==> src/rtl/handshake_axis_pkg.sv <==
// Shared widths, constants and arbiter state type for the
// multi-outstanding kernel-load to AXI-Stream read adapter.
package handshake_axis_pkg;

  localparam logic TLAST_SINGLE = 1'b1;

  typedef enum logic {
    ARB_S,
    HOLD_S
  } arb_state_t;

  function automatic int ch_id_w(input int n);
    return (n < 2) ? 1 : $clog2(n);
  endfunction

  function automatic int req_width(input int n, input int aw);
    return ch_id_w(n) + aw;
  endfunction

  function automatic int rsp_width(input int n, input int dw);
    return ch_id_w(n) + dw;
  endfunction

  function automatic int cnt_w(input int max);
    return (max < 1) ? 1 : $clog2(max + 1);
  endfunction

endpackage

==> src/rtl/hs_rsp_fifo.sv <==
// Per-channel response FIFO: registered storage, head visible
// one cycle after push, occupancy exported for credit accounting.
module hs_rsp_fifo
  import handshake_axis_pkg::*;
#(
  parameter int DATA_WIDTH = 64,
  parameter int DEPTH      = 2
) (
  input  logic                     clk,
  input  logic                     rst,
  input  logic                     push,
  input  logic [DATA_WIDTH-1:0]    wdata,
  input  logic                     pop,
  output logic [DATA_WIDTH-1:0]    rdata,
  output logic                     empty,
  output logic [cnt_w(DEPTH)-1:0]  occ
);

  localparam int OW = cnt_w(DEPTH);
  localparam int PW = (DEPTH < 2) ? 1 : $clog2(DEPTH);

  logic [DATA_WIDTH-1:0] mem [DEPTH];
  logic [PW-1:0]         wr_ptr;
  logic [PW-1:0]         rd_ptr;
  logic [OW-1:0]         cnt;
  logic                  full;
  logic                  do_push;
  logic                  do_pop;

  function automatic logic [PW-1:0] nxt(input logic [PW-1:0] p);
    return (p == PW'(DEPTH - 1)) ? '0 : p + 1'b1;
  endfunction

  assign full    = (cnt == OW'(DEPTH));
  assign empty   = (cnt == '0);
  assign do_push = push && !full;
  assign do_pop  = pop && !empty;
  assign rdata   = mem[rd_ptr];
  assign occ     = cnt;

  always_ff @(posedge clk) begin
    if (do_push) begin
      mem[wr_ptr] <= wdata;
    end
  end

  always_ff @(posedge clk) begin
    if (rst) begin
      wr_ptr <= '0;
      rd_ptr <= '0;
      cnt    <= '0;
    end else begin
      if (do_push) begin
        wr_ptr <= nxt(wr_ptr);
      end
      if (do_pop) begin
        rd_ptr <= nxt(rd_ptr);
      end
      unique case (1'b1)
        (do_push && !do_pop): cnt <= cnt + 1'b1;
        (do_pop && !do_push): cnt <= cnt - 1'b1;
        default:              cnt <= cnt;
      endcase
    end
  end

endmodule

==> src/rtl/handshake_to_axi_stream_read_mo.sv <==
// N kernel load channels -> tagged AXIS request stream, with
// credit-limited multi-outstanding responses routed per channel.
module handshake_to_axi_stream_read_mo
  import handshake_axis_pkg::*;
#(
  parameter int  ADDR_WIDTH      = 2,
  parameter int  DATA_WIDTH      = 64,
  parameter int  N_CHANNELS      = 5,
  parameter int  MAX_OUTSTANDING = 4,
  parameter int  RSP_DEPTH       = 2,
  localparam int CH_ID_W   = ch_id_w(N_CHANNELS),
  localparam int REQ_WIDTH = req_width(N_CHANNELS, ADDR_WIDTH),
  localparam int RSP_WIDTH = rsp_width(N_CHANNELS, DATA_WIDTH)
) (
  input  logic                             clk,
  input  logic                             rst,
  input  logic [N_CHANNELS*ADDR_WIDTH-1:0] stAddr,
  input  logic [N_CHANNELS-1:0]            stAddr_valid,
  output logic [N_CHANNELS-1:0]            stAddr_ready,
  output logic [N_CHANNELS*DATA_WIDTH-1:0] stData,
  output logic [N_CHANNELS-1:0]            stData_valid,
  input  logic [N_CHANNELS-1:0]            stData_ready,
  output logic [N_CHANNELS-1:0]            stDone_valid,
  input  logic [N_CHANNELS-1:0]            stDone_ready,
  output logic [REQ_WIDTH-1:0]             m_axis_req_tdata,
  output logic                             m_axis_req_tvalid,
  input  logic                             m_axis_req_tready,
  output logic                             m_axis_req_tlast,
  input  logic [RSP_WIDTH-1:0]             s_axis_pl_tdata,
  input  logic                             s_axis_pl_tvalid,
  output logic                             s_axis_pl_tready,
  input  logic                             s_axis_pl_tlast,
  output logic                             err_unexpected
);

  localparam int CW = cnt_w(RSP_DEPTH);
  localparam int GW = cnt_w(MAX_OUTSTANDING);
  localparam int SW = CW + 2;

  typedef logic [CH_ID_W-1:0] ch_id_t;

  localparam ch_id_t LAST_CH = ch_id_t'(N_CHANNELS - 1);

  arb_state_t            state_q;
  arb_state_t            state_d;
  ch_id_t                rr_q;
  ch_id_t                lock_id_q;
  ch_id_t                pick_id;
  ch_id_t                gnt_id;
  ch_id_t                rsp_id;
  logic                  any_elig;
  logic                  cap_ok;
  logic                  accept;
  logic                  beat;
  logic                  any_push;
  logic                  err_q;
  logic                  unused_tlast;
  logic [GW-1:0]         global_q;
  logic [DATA_WIDTH-1:0] rsp_data;
  logic [ADDR_WIDTH-1:0] addr_sel;
  logic [N_CHANNELS-1:0] elig;
  logic [N_CHANNELS-1:0] live;
  logic [N_CHANNELS-1:0] accept_c;
  logic [N_CHANNELS-1:0] push_c;
  logic [N_CHANNELS-1:0] pop_c;
  logic [N_CHANNELS-1:0] dh_c;

  assign unused_tlast = s_axis_pl_tlast;

  assign cap_ok   = (global_q < GW'(MAX_OUTSTANDING));
  assign accept   = m_axis_req_tvalid && m_axis_req_tready;
  assign rsp_id   = s_axis_pl_tdata[RSP_WIDTH-1 -: CH_ID_W];
  assign rsp_data = s_axis_pl_tdata[DATA_WIDTH-1:0];
  assign beat     = s_axis_pl_tvalid && s_axis_pl_tready;
  assign any_push = |push_c;

  assign s_axis_pl_tready = (global_q != '0);
  assign m_axis_req_tlast = TLAST_SINGLE;
  assign m_axis_req_tdata = {gnt_id, addr_sel};
  assign err_unexpected   = err_q;

  for (genvar c = 0; c < N_CHANNELS; c++) begin : g_ch
    logic [CW-1:0] inflight_q;
    logic [CW-1:0] done_q;
    logic [CW-1:0] occ;
    logic [SW-1:0] used;
    logic          empty;

    // Credit covers in-flight, buffered and un-consumed done tokens.
    assign used = SW'(inflight_q) + SW'(occ) + SW'(done_q);

    assign elig[c]         = stAddr_valid[c] && (used < SW'(RSP_DEPTH))
                             && cap_ok;
    assign live[c]         = (inflight_q != '0);
    assign accept_c[c]     = accept && (gnt_id == ch_id_t'(c));
    assign stAddr_ready[c] = accept_c[c];
    assign push_c[c]       = beat && live[c] && (rsp_id == ch_id_t'(c));
    assign stData_valid[c] = !empty;
    assign stDone_valid[c] = (done_q != '0);
    assign pop_c[c]        = stData_valid[c] && stData_ready[c];
    assign dh_c[c]         = stDone_valid[c] && stDone_ready[c];

    hs_rsp_fifo #(
      .DATA_WIDTH (DATA_WIDTH),
      .DEPTH      (RSP_DEPTH)
    ) u_fifo (
      .clk   (clk),
      .rst   (rst),
      .push  (push_c[c]),
      .wdata (rsp_data),
      .pop   (pop_c[c]),
      .rdata (stData[c*DATA_WIDTH +: DATA_WIDTH]),
      .empty (empty),
      .occ   (occ)
    );

    always_ff @(posedge clk) begin
      if (rst) begin
        inflight_q <= '0;
        done_q     <= '0;
      end else begin
        unique case (1'b1)
          (accept_c[c] && !push_c[c]): inflight_q <= inflight_q + 1'b1;
          (push_c[c] && !accept_c[c]): inflight_q <= inflight_q - 1'b1;
          default:                     inflight_q <= inflight_q;
        endcase
        unique case (1'b1)
          (pop_c[c] && !dh_c[c]): done_q <= done_q + 1'b1;
          (dh_c[c] && !pop_c[c]): done_q <= done_q - 1'b1;
          default:                done_q <= done_q;
        endcase
      end
    end
  end

  always_comb begin
    int     idx;
    ch_id_t cand;
    idx      = 0;
    cand     = '0;
    pick_id  = '0;
    any_elig = 1'b0;
    for (int i = 0; i < N_CHANNELS; i++) begin
      idx = int'(rr_q) + i;
      if (idx >= N_CHANNELS) begin
        idx = idx - N_CHANNELS;
      end
      cand = ch_id_t'(idx);
      if (!any_elig && elig[cand]) begin
        any_elig = 1'b1;
        pick_id  = cand;
      end
    end
  end

  always_comb begin
    addr_sel = '0;
    for (int c = 0; c < N_CHANNELS; c++) begin
      if (gnt_id == ch_id_t'(c)) begin
        addr_sel = stAddr[c*ADDR_WIDTH +: ADDR_WIDTH];
      end
    end
  end

  // HOLD keeps a stalled grant and its tdata stable until accepted.
  always_ff @(posedge clk) begin
    if (rst) begin
      state_q   <= ARB_S;
      lock_id_q <= '0;
    end else begin
      state_q <= state_d;
      if (m_axis_req_tvalid && !m_axis_req_tready) begin
        lock_id_q <= gnt_id;
      end
    end
  end

  always_comb begin
    state_d = state_q;
    unique case (state_q)
      ARB_S: begin
        if (m_axis_req_tvalid && !m_axis_req_tready) begin
          state_d = HOLD_S;
        end
      end
      HOLD_S: begin
        if (m_axis_req_tready) begin
          state_d = ARB_S;
        end
      end
      default: state_d = ARB_S;
    endcase
  end

  always_comb begin
    m_axis_req_tvalid = 1'b0;
    gnt_id            = pick_id;
    unique case (state_q)
      ARB_S: begin
        m_axis_req_tvalid = any_elig;
      end
      HOLD_S: begin
        m_axis_req_tvalid = 1'b1;
        gnt_id            = lock_id_q;
      end
      default: begin
        m_axis_req_tvalid = 1'b0;
      end
    endcase
  end

  always_ff @(posedge clk) begin
    if (rst) begin
      rr_q     <= '0;
      global_q <= '0;
      err_q    <= 1'b0;
    end else begin
      if (accept) begin
        rr_q <= (gnt_id == LAST_CH) ? '0 : gnt_id + 1'b1;
      end
      unique case (1'b1)
        (accept && !any_push): global_q <= global_q + 1'b1;
        (any_push && !accept): global_q <= global_q - 1'b1;
        default:               global_q <= global_q;
      endcase
      if (beat && !any_push) begin
        err_q <= 1'b1;
      end
    end
  end

endmodule
==> config.mk <==
export PLATFORM = sky130hd
export DESIGN_NAME = handshake_to_axi_stream_read_mo
export DESIGN_NICKNAME = d
export VERILOG_FILES = /design/src/rtl/handshake_axis_pkg.sv /design/src/rtl/hs_rsp_fifo.sv /design/src/rtl/handshake_to_axi_stream_read_mo.sv
export SDC_FILE = /design/constraint.sdc
export NUM_CORES = 1
export LEC_CHECK = 0
export ABC_AREA = 1
export CAP_MARGIN = 20
export CORE_ASPECT_RATIO = 0.8
export CORE_UTILIZATION = 45
export CTS_CLUSTER_DIAMETER = 40
export DETAILED_ROUTE_END_ITERATION = 16
export GPL_TIMING_DRIVEN = 0
export PLACE_DENSITY = 0.76
export SLEW_MARGIN = 10
export SYNTH_ARGS = -nofsm -noshare
export SYNTH_HDL_FRONTEND = slang
export SYNTH_SLANG_ARGS = --single-unit
export TNS_END_PERCENT = 50
==> constraint.sdc <==
create_clock -name clk -period 6.9 [get_ports clk]
set_clock_uncertainty 0.15 [all_clocks]
set_input_delay 0.69 -clock clk [delete_from_list [all_inputs] [get_ports clk]]
set_output_delay 0.69 -clock clk [all_outputs]
set_load 0.005 [all_outputs]
# After elaboration in Yosys (flattened, before gate mapping)
# Memories as Yosys holds them, arrays and structs flattened. A register that Yosys moved wholly into a read port is not among the register bits.
# Index checks and enable logic that the tools add are counted.
# W data, S select, Z words.
op_classes:
  addsub: 62
  n_lt_le_gt_ge: 16
  n_eq_ne: 13
  n_mux: 82
  bitwise: 1
  reduce_logical: 167
op_table:
  columns: ["operator", "n"]
  rows:
  - ["$logic_and A1 B1 Y1", 85]
  - ["$pmux W2 S2", 15]
  - ["$reduce_bool A2 Y1", 26]
  - ["$logic_not A1 Y1", 47]
  - ["$mux W1", 42]
  - ["$mux W3", 12]
  - ["$add A2 B1 Y2 const B", 15]
  - ["$sub A2 B1 Y2 const B", 15]
  - ["$add A3 B2 Y4", 5]
  - ["$lt A3 B4 Y1 const B", 5]
  - ["$lt A4 B2 Y1 const B", 5]
  - ["$ge A4 B3 Y1 const B", 4]
  - ["$add A2 B2 Y3", 5]
  - ["$bmux W1 S3", 5]
  - ["$sub A3 B3 Y3 const B", 5]
  - ["$eq A3 B2 Y1 const B", 4]
  - ["$add A1 B1 Y1 const B", 10]
  - ["$eq A2 B2 Y1 const B", 5]
  - ["$logic_not A2 Y1", 5]
  - ["$mux W2", 5]
  - ["$add A3 B2 Y4 const B", 2]
  - ["$add A3 B1 Y3 const B", 2]
  - ["$eq A3 B1 Y1 const B", 2]
  - ["$eq A3 B3 Y1 const B", 2]
  - ["other kinds (11)", 13]
word_totals:
  ff_bits: 51
  mem_bits_rw: 640
  input_bits: 97
  out_inout_bits: 344
  word_cells: 376
  mem_count: 5
mem_list:
  columns: ["name", "depth", "word_bits", "read_ports", "rd_clocked_by_memory_dff", "write_ports", "line", "text"]
  rows:
  - ["g_ch[0].u_fifo.mem", 2, 64, 1, 1, 1, "hs_rsp_fifo.sv:22", "logic [DATA_WIDTH-1:0] mem [DEPTH];"]
  - ["g_ch[1].u_fifo.mem", 2, 64, 1, 1, 1, "hs_rsp_fifo.sv:22", null]
  - ["g_ch[2].u_fifo.mem", 2, 64, 1, 1, 1, "hs_rsp_fifo.sv:22", null]
  - ["g_ch[3].u_fifo.mem", 2, 64, 1, 1, 1, "hs_rsp_fifo.sv:22", null]
  - ["g_ch[4].u_fifo.mem", 2, 64, 1, 1, 1, "hs_rsp_fifo.sv:22", null]

# Longest topological paths before layout
logic_depth:
  ltp_word: 27
  ltp_mapped: 30
  depth_no_buf: 29

# By module
# A second synthesis with hierarchy kept.
unflattened:
  cells_unflattened: 1695
  hier_area_um2: 29119.2
modules_own_cells:
  columns: ["module", "instances", "cells_per_inst", "area_per_inst_um2", "seq_area_each_um2"]
  rows:
  - ["hs_rsp_fifo", 5, 236, 5157.4, 3943.8]
  - ["handshake_to_axi_stream_read_mo", 1, 515, 3331.9, 620.6]

# Least setup slack after synthesis
# Ideal clock, no wire load.
synth_path:
  path_type: "in2reg"
  startpoint: "input port s_axis_pl_tdata[65]"
  endpoint: "memory g_ch[3].u_fifo.mem[0][0], enable pin"
  setup_time_ps: 487
  arrival_ps: 4464
  required_ps: 6263
  setup_slack_ps: 1799
  cell_stages: 6
  path_buffers: 0
  cell_sequence: "inv_1 -> nor2_1 -> inv_1 -> a2111oi_0 -> o21ai_0 -> nor2_1"
synth_via:
  elab_chain_len: 5
synth_lines:
  columns: ["element", "line", "text"]
  rows:
  - ["from (decl)", "handshake_to_axi_stream_read_mo.sv:29", "input logic [RSP_WIDTH-1:0] s_axis_pl_tdata,"]
  - ["$eq A3 B2 Y1", "handshake_to_axi_stream_read_mo.sv:97", "assign push_c[c] = beat && live[c] && (rsp_id == ch_id_t'(c));"]
  - ["$logic_and A1 B1 Y1", "handshake_to_axi_stream_read_mo.sv:97", null]
  - ["$logic_and A1 B1 Y1", "hs_rsp_fifo.sv:36", "assign do_push = push && !full;"]
  - ["$mux W1", "hs_rsp_fifo.sv:42", "if (do_push) begin"]
  - ["$mux W1 (implied by the code)", "hs_rsp_fifo.sv:43", "mem[wr_ptr] <= wdata;"]
  - ["to (decl)", "hs_rsp_fifo.sv:22", null]
# No other way between the ends.

# Final worst setup path
layout_path:
  startpoint: "register rr_q[0]"
  endpoint: "output port m_axis_req_tdata[1]"
layout_via:
  elab_chain_len: 24
  word_cells_on_any_way: 57
  cone_classes: "add/sub: 9; order compare: 5; eq/ne: 4; mux: 30; reduce/logical: 9"
layout_lines:
  columns: ["element", "line", "text"]
  rows:
  - ["from (decl)", "handshake_to_axi_stream_read_mo.sv:46", "ch_id_t rr_q;"]
  - ["from (signal assigned)", "handshake_to_axi_stream_read_mo.sv:219", "rr_q <= (gnt_id == LAST_CH) ? '0 : gnt_id + 1'b1;"]
  - ["parallel branches: the longest is 16 deep, another holds $add A3 B1 Y4", null, null]
  - ["$mux W3 *", "handshake_to_axi_stream_read_mo.sv:149", "if (!any_elig && elig[cand]) begin"]
  - ["$mux W3 *", "handshake_to_axi_stream_read_mo.sv:198", "unique case (state_q)"]
  - ["$logic_not A3 Y1", "handshake_to_axi_stream_read_mo.sv:159", "if (gnt_id == ch_id_t'(c)) begin"]
  - ["$mux W2 (4 in a row)", "handshake_to_axi_stream_read_mo.sv:159", null]
  - ["$mux W2 *", "handshake_to_axi_stream_read_mo.sv:159", null]
  - ["to (decl)", "handshake_to_axi_stream_read_mo.sv:25", "output logic [REQ_WIDTH-1:0] m_axis_req_tdata,"]
# Every way passes the cells marked *. The select of a mux whose other input is x is not followed.

==> results_dict.tcl <==
set metrics [dict create \
    rows 80 \
    yosysWarnings 0 \
    numCtsBuffers 85 \
    core_sq_mm 0.05976 \
    synth_top_flop_cell "edfxtp_1" \
    io_buffers 438 \
    critPathMaxStageDelay_ps 490 \
    arrival_ps 5220 \
    cp_max_fo 11 \
    crit_family "buffers and inverters" \
    grt_overflow 0 \
    finalCritPeriodShare 0.8782 \
    final_layout_size_suffix_gt1_frac 0.2460 \
    critPathCaptureType "primary output" \
    power_mw 10.83 \
    p_comb_frac 0.176 \
    synth_cell_types 43 \
    die_h_um 222.1 \
    final_cell_area_sq_mm 0.03619 \
    startpoint "rr_q[0]" \
    postCtsSetupBuffers 0 \
    ir_drop_v 0.0002060 \
    power_leakage_nw 12.40 \
    async_flop_share 0 \
    num_io_pins 441 \
    cp_num_buf_inv 8 \
    rsz0062_at_grt "false" \
    seq_area_frac_synth 0.7462 \
    powerDensity_mw_per_mm2 299.2 \
    drt-total-wl_um 73820 \
    die_x_um 277.2 \
    worstReg2RegStart "rr_q[0]" \
    setup_viol 0 \
    worstPathRequired_ps 6060 \
    start_util 0.4562 \
    path_clk_slew_ps 60 \
    finalCriticalPeriod_ps 6059 \
    hold_start "g_ch[2].u_fifo.rd_ptr" \
    grt.total_usage 0.2366 \
    clkPwrFrac 0.391 \
    synth-seq-cells 696 \
    synth-edff-count 640 \
    area_growth_pct 32.76 \
    drt_iter0_markers 1104 \
    clk_latency_ps 610 \
    worst_slack_ps 840.6 \
    die-area_sq_mm 0.06157 \
    grt_pass1_wl_um 106300 \
    relSlewSlack 0.2478 \
    dp.cells 2868 \
    nFillCells 4352 \
    nNetsFinal 2319 \
    hpwlAfterDp_um 51380 \
    syn_nets 1757 \
    fin_cells 3026 \
    drv_cap 0 \
    clock_path_buffers 3 \
    cts_resized 0 \
    final-max-slew-violation-count 0 \
    p_sw_frac 0.2732 \
    holdBufCountCts 0 \
    netlist_instances 1614 \
    setup_tns_ps 0 \
    drc 0 \
    cts.htree.levels 3 \
    placed_area_sq_mm 0.03347 \
    synthesis.area_sq_mm 0.02726 \
    p_int_mw 7.871 \
    avgSynthCellArea_sq_um 16.89 \
    cpMaxStageDelayCell "clkdlybuf4s50_1" \
    root_buffer "clkbuf_16" \
    cts.sinks 696 \
    ant_nets 0 \
    vias_per_cell 5.326 \
    wl_per_cell_um 24.40 \
    p_seq_frac 0.433 \
    place_ws_ps 1503 \
    dr.pass1.iters 5 \
    grt_max_degree 25 \
    hp-class "register to register" \
    switchingPower_mw 2.958 \
    grt_pass1_vias 16380 \
    worstSetupStartpointType "register" \
    antenna_found_initial 0 \
    timing.fmax_ghz 0.1650 \
    tritoncts "built" \
    worst_slew_pin_slew_ps 1128 \
    status "complete, no violations" \
    vias 16120 \
    place_congestion 0.8596 \
    critical_path_class "register to primary output" \
    hold_viol 0 \
]
==> synth_stat cells, types with 2 or more instances <==
library cell	n	area, sq um
a21oi_1	70	350.3
o21a_1	6	45.04
mux2_2	320	3603
a2111oi_0	2	17.52
o21ai_1	4	20.02
clkbuf_1	40	150.1
dfxtp_1	56	1121
inv_1	96	360.4
nand2_2	17	106.4
nand3_4	4	70.07
o211ai_1	2	15.01
o21ai_0	77	385.4
nand3_1	42	210.2
nand2_4	4	45.04
buf_4	2	15.01
edfxtp_1	640	19220
fa_1	7	140.1
xor2_1	2	17.52
ha_1	39	488.0
nor3_2	3	30.03
a211oi_1	2	15.01
buf_6	2	22.52
nor3_1	2	10.01
o21ai_2	3	26.28
a21o_1	5	37.54
nor2_1	38	142.6
nand4_1	12	75.07
inv_2	9	33.78
nand3_2	2	20.02
nand2_1	93	349.1
==> layout make-up <==
type,count,area (sq um),share of cell area
inverter,105,394.1,0.01089
sequential,696,20340,0.5620
timing repair buffer,475,5161,0.1426
clock inverter,59,541.8,0.01497
clock buffer,96,2168,0.05992
antenna,3,7.507,0.0002074
buffer,45,193.9,0.005359
tap,779,974.7,0.02693
multi-input combinational,768,6407,0.1771
==> metal layers <==
layer / routed length, um / vias to the layer above / GRT usage
met1: 30220 / 8168 / 0.3070
li1: - / 7242 / -
met3: 5929 / 96 / 0.05911
met4: 1575 / 0 / 0.06685
met2: 36100 / 610 / 0.3948
met5: 0 / - / 0
==> cell families (layout without fill, tap and decap cells) <==
| logic type | Yosys count | count (layout) | synth area share |
|---|---|---|---|
| XOR/XNOR | 3 | 3 | 0.0009641 |
| other | 1 | 4 | 0.0001376 |
| AO/OA/AOI/OAI | 175 | 175 | 0.03452 |
| AND/OR/NAND/NOR | 223 | 223 | 0.04145 |
| flip-flops | 696 | 696 | 0.7462 |
| buffers and inverters | 150 | 780 | 0.02153 |
| adder cells (fa/ha/maj) | 46 | 46 | 0.02304 |
| multiplexers | 320 | 320 | 0.1322 |
==> cell usage in the layout (no fill, tap or decap), types with 9 or more instances in the layout <==
cell type	netlist	layout
edfxtp_1	640	640
clkdlybuf4s50_1	0	438
mux2_2	320	320
inv_1	96	96
nand2_1	93	93
clkbuf_16	0	85
o21ai_0	77	77
a21oi_1	70	70
dfxtp_1	56	56
clkbuf_1	40	50
nand3_1	42	42
ha_1	39	39
nor2_1	38	28
buf_12	0	20
nand2_2	17	17
clkinv_2	0	14
nand4_1	12	12
clkinv_1	0	12
nor2_4	1	11
buf_16	0	10
inv_2	9	9
clkinv_4	0	9
==> path summary, 6_finish.rpt <==
kind / end / slack (ps) / depth (start not counted)
min: g_ch[2].u_fifo.rd_ptr / 310 / 1
min reg2reg: g_ch[2].u_fifo.rd_ptr / 310 / 1
max: m_axis_req_tdata[1] / 840 / 25
max reg2reg: g_ch[3].inflight_q[1] / 1910 / 27
==> power by group through the flow <==
stage	Sequential, mW	Clock, mW	Combinational [mW]
final	4.69	4.23	1.91
after global routing	4.69	4.46	2.11
after CTS	4.69	4.31	1.90
after detailed placement	4.78	0	1.90
after global placement	4.78	0	1.84
after floorplan	4.77	0	1.20
==> state kept, by name (all words and copies together), names as in the netlist, named ones only <==
| register | count |
|---|---|
| g_ch.u_fifo.rd_ptr | 5 |
| state_q | 1 |
| g_ch.u_fifo.mem | 640 |
| g_ch.u_fifo.wr_ptr | 5 |
| g_ch.u_fifo.occ | 10 |
| global_q | 3 |
| rr_q | 3 |
| lock_id_q | 3 |
| g_ch.done_q | 10 |
| g_ch.inflight_q | 10 |
| err_unexpected | 1 |
==> metrics by stage <==
stage                       util  hold slack [ps]
final                     0.6056            306.9
after floorplan                -            275.7
after global placement    0.5458            285.9
after CTS                 0.6055            300.7
after global routing      0.6055            330.7
after detailed placement  0.5601            294.5
Note: power is estimated with default switching activity, not from simulation.
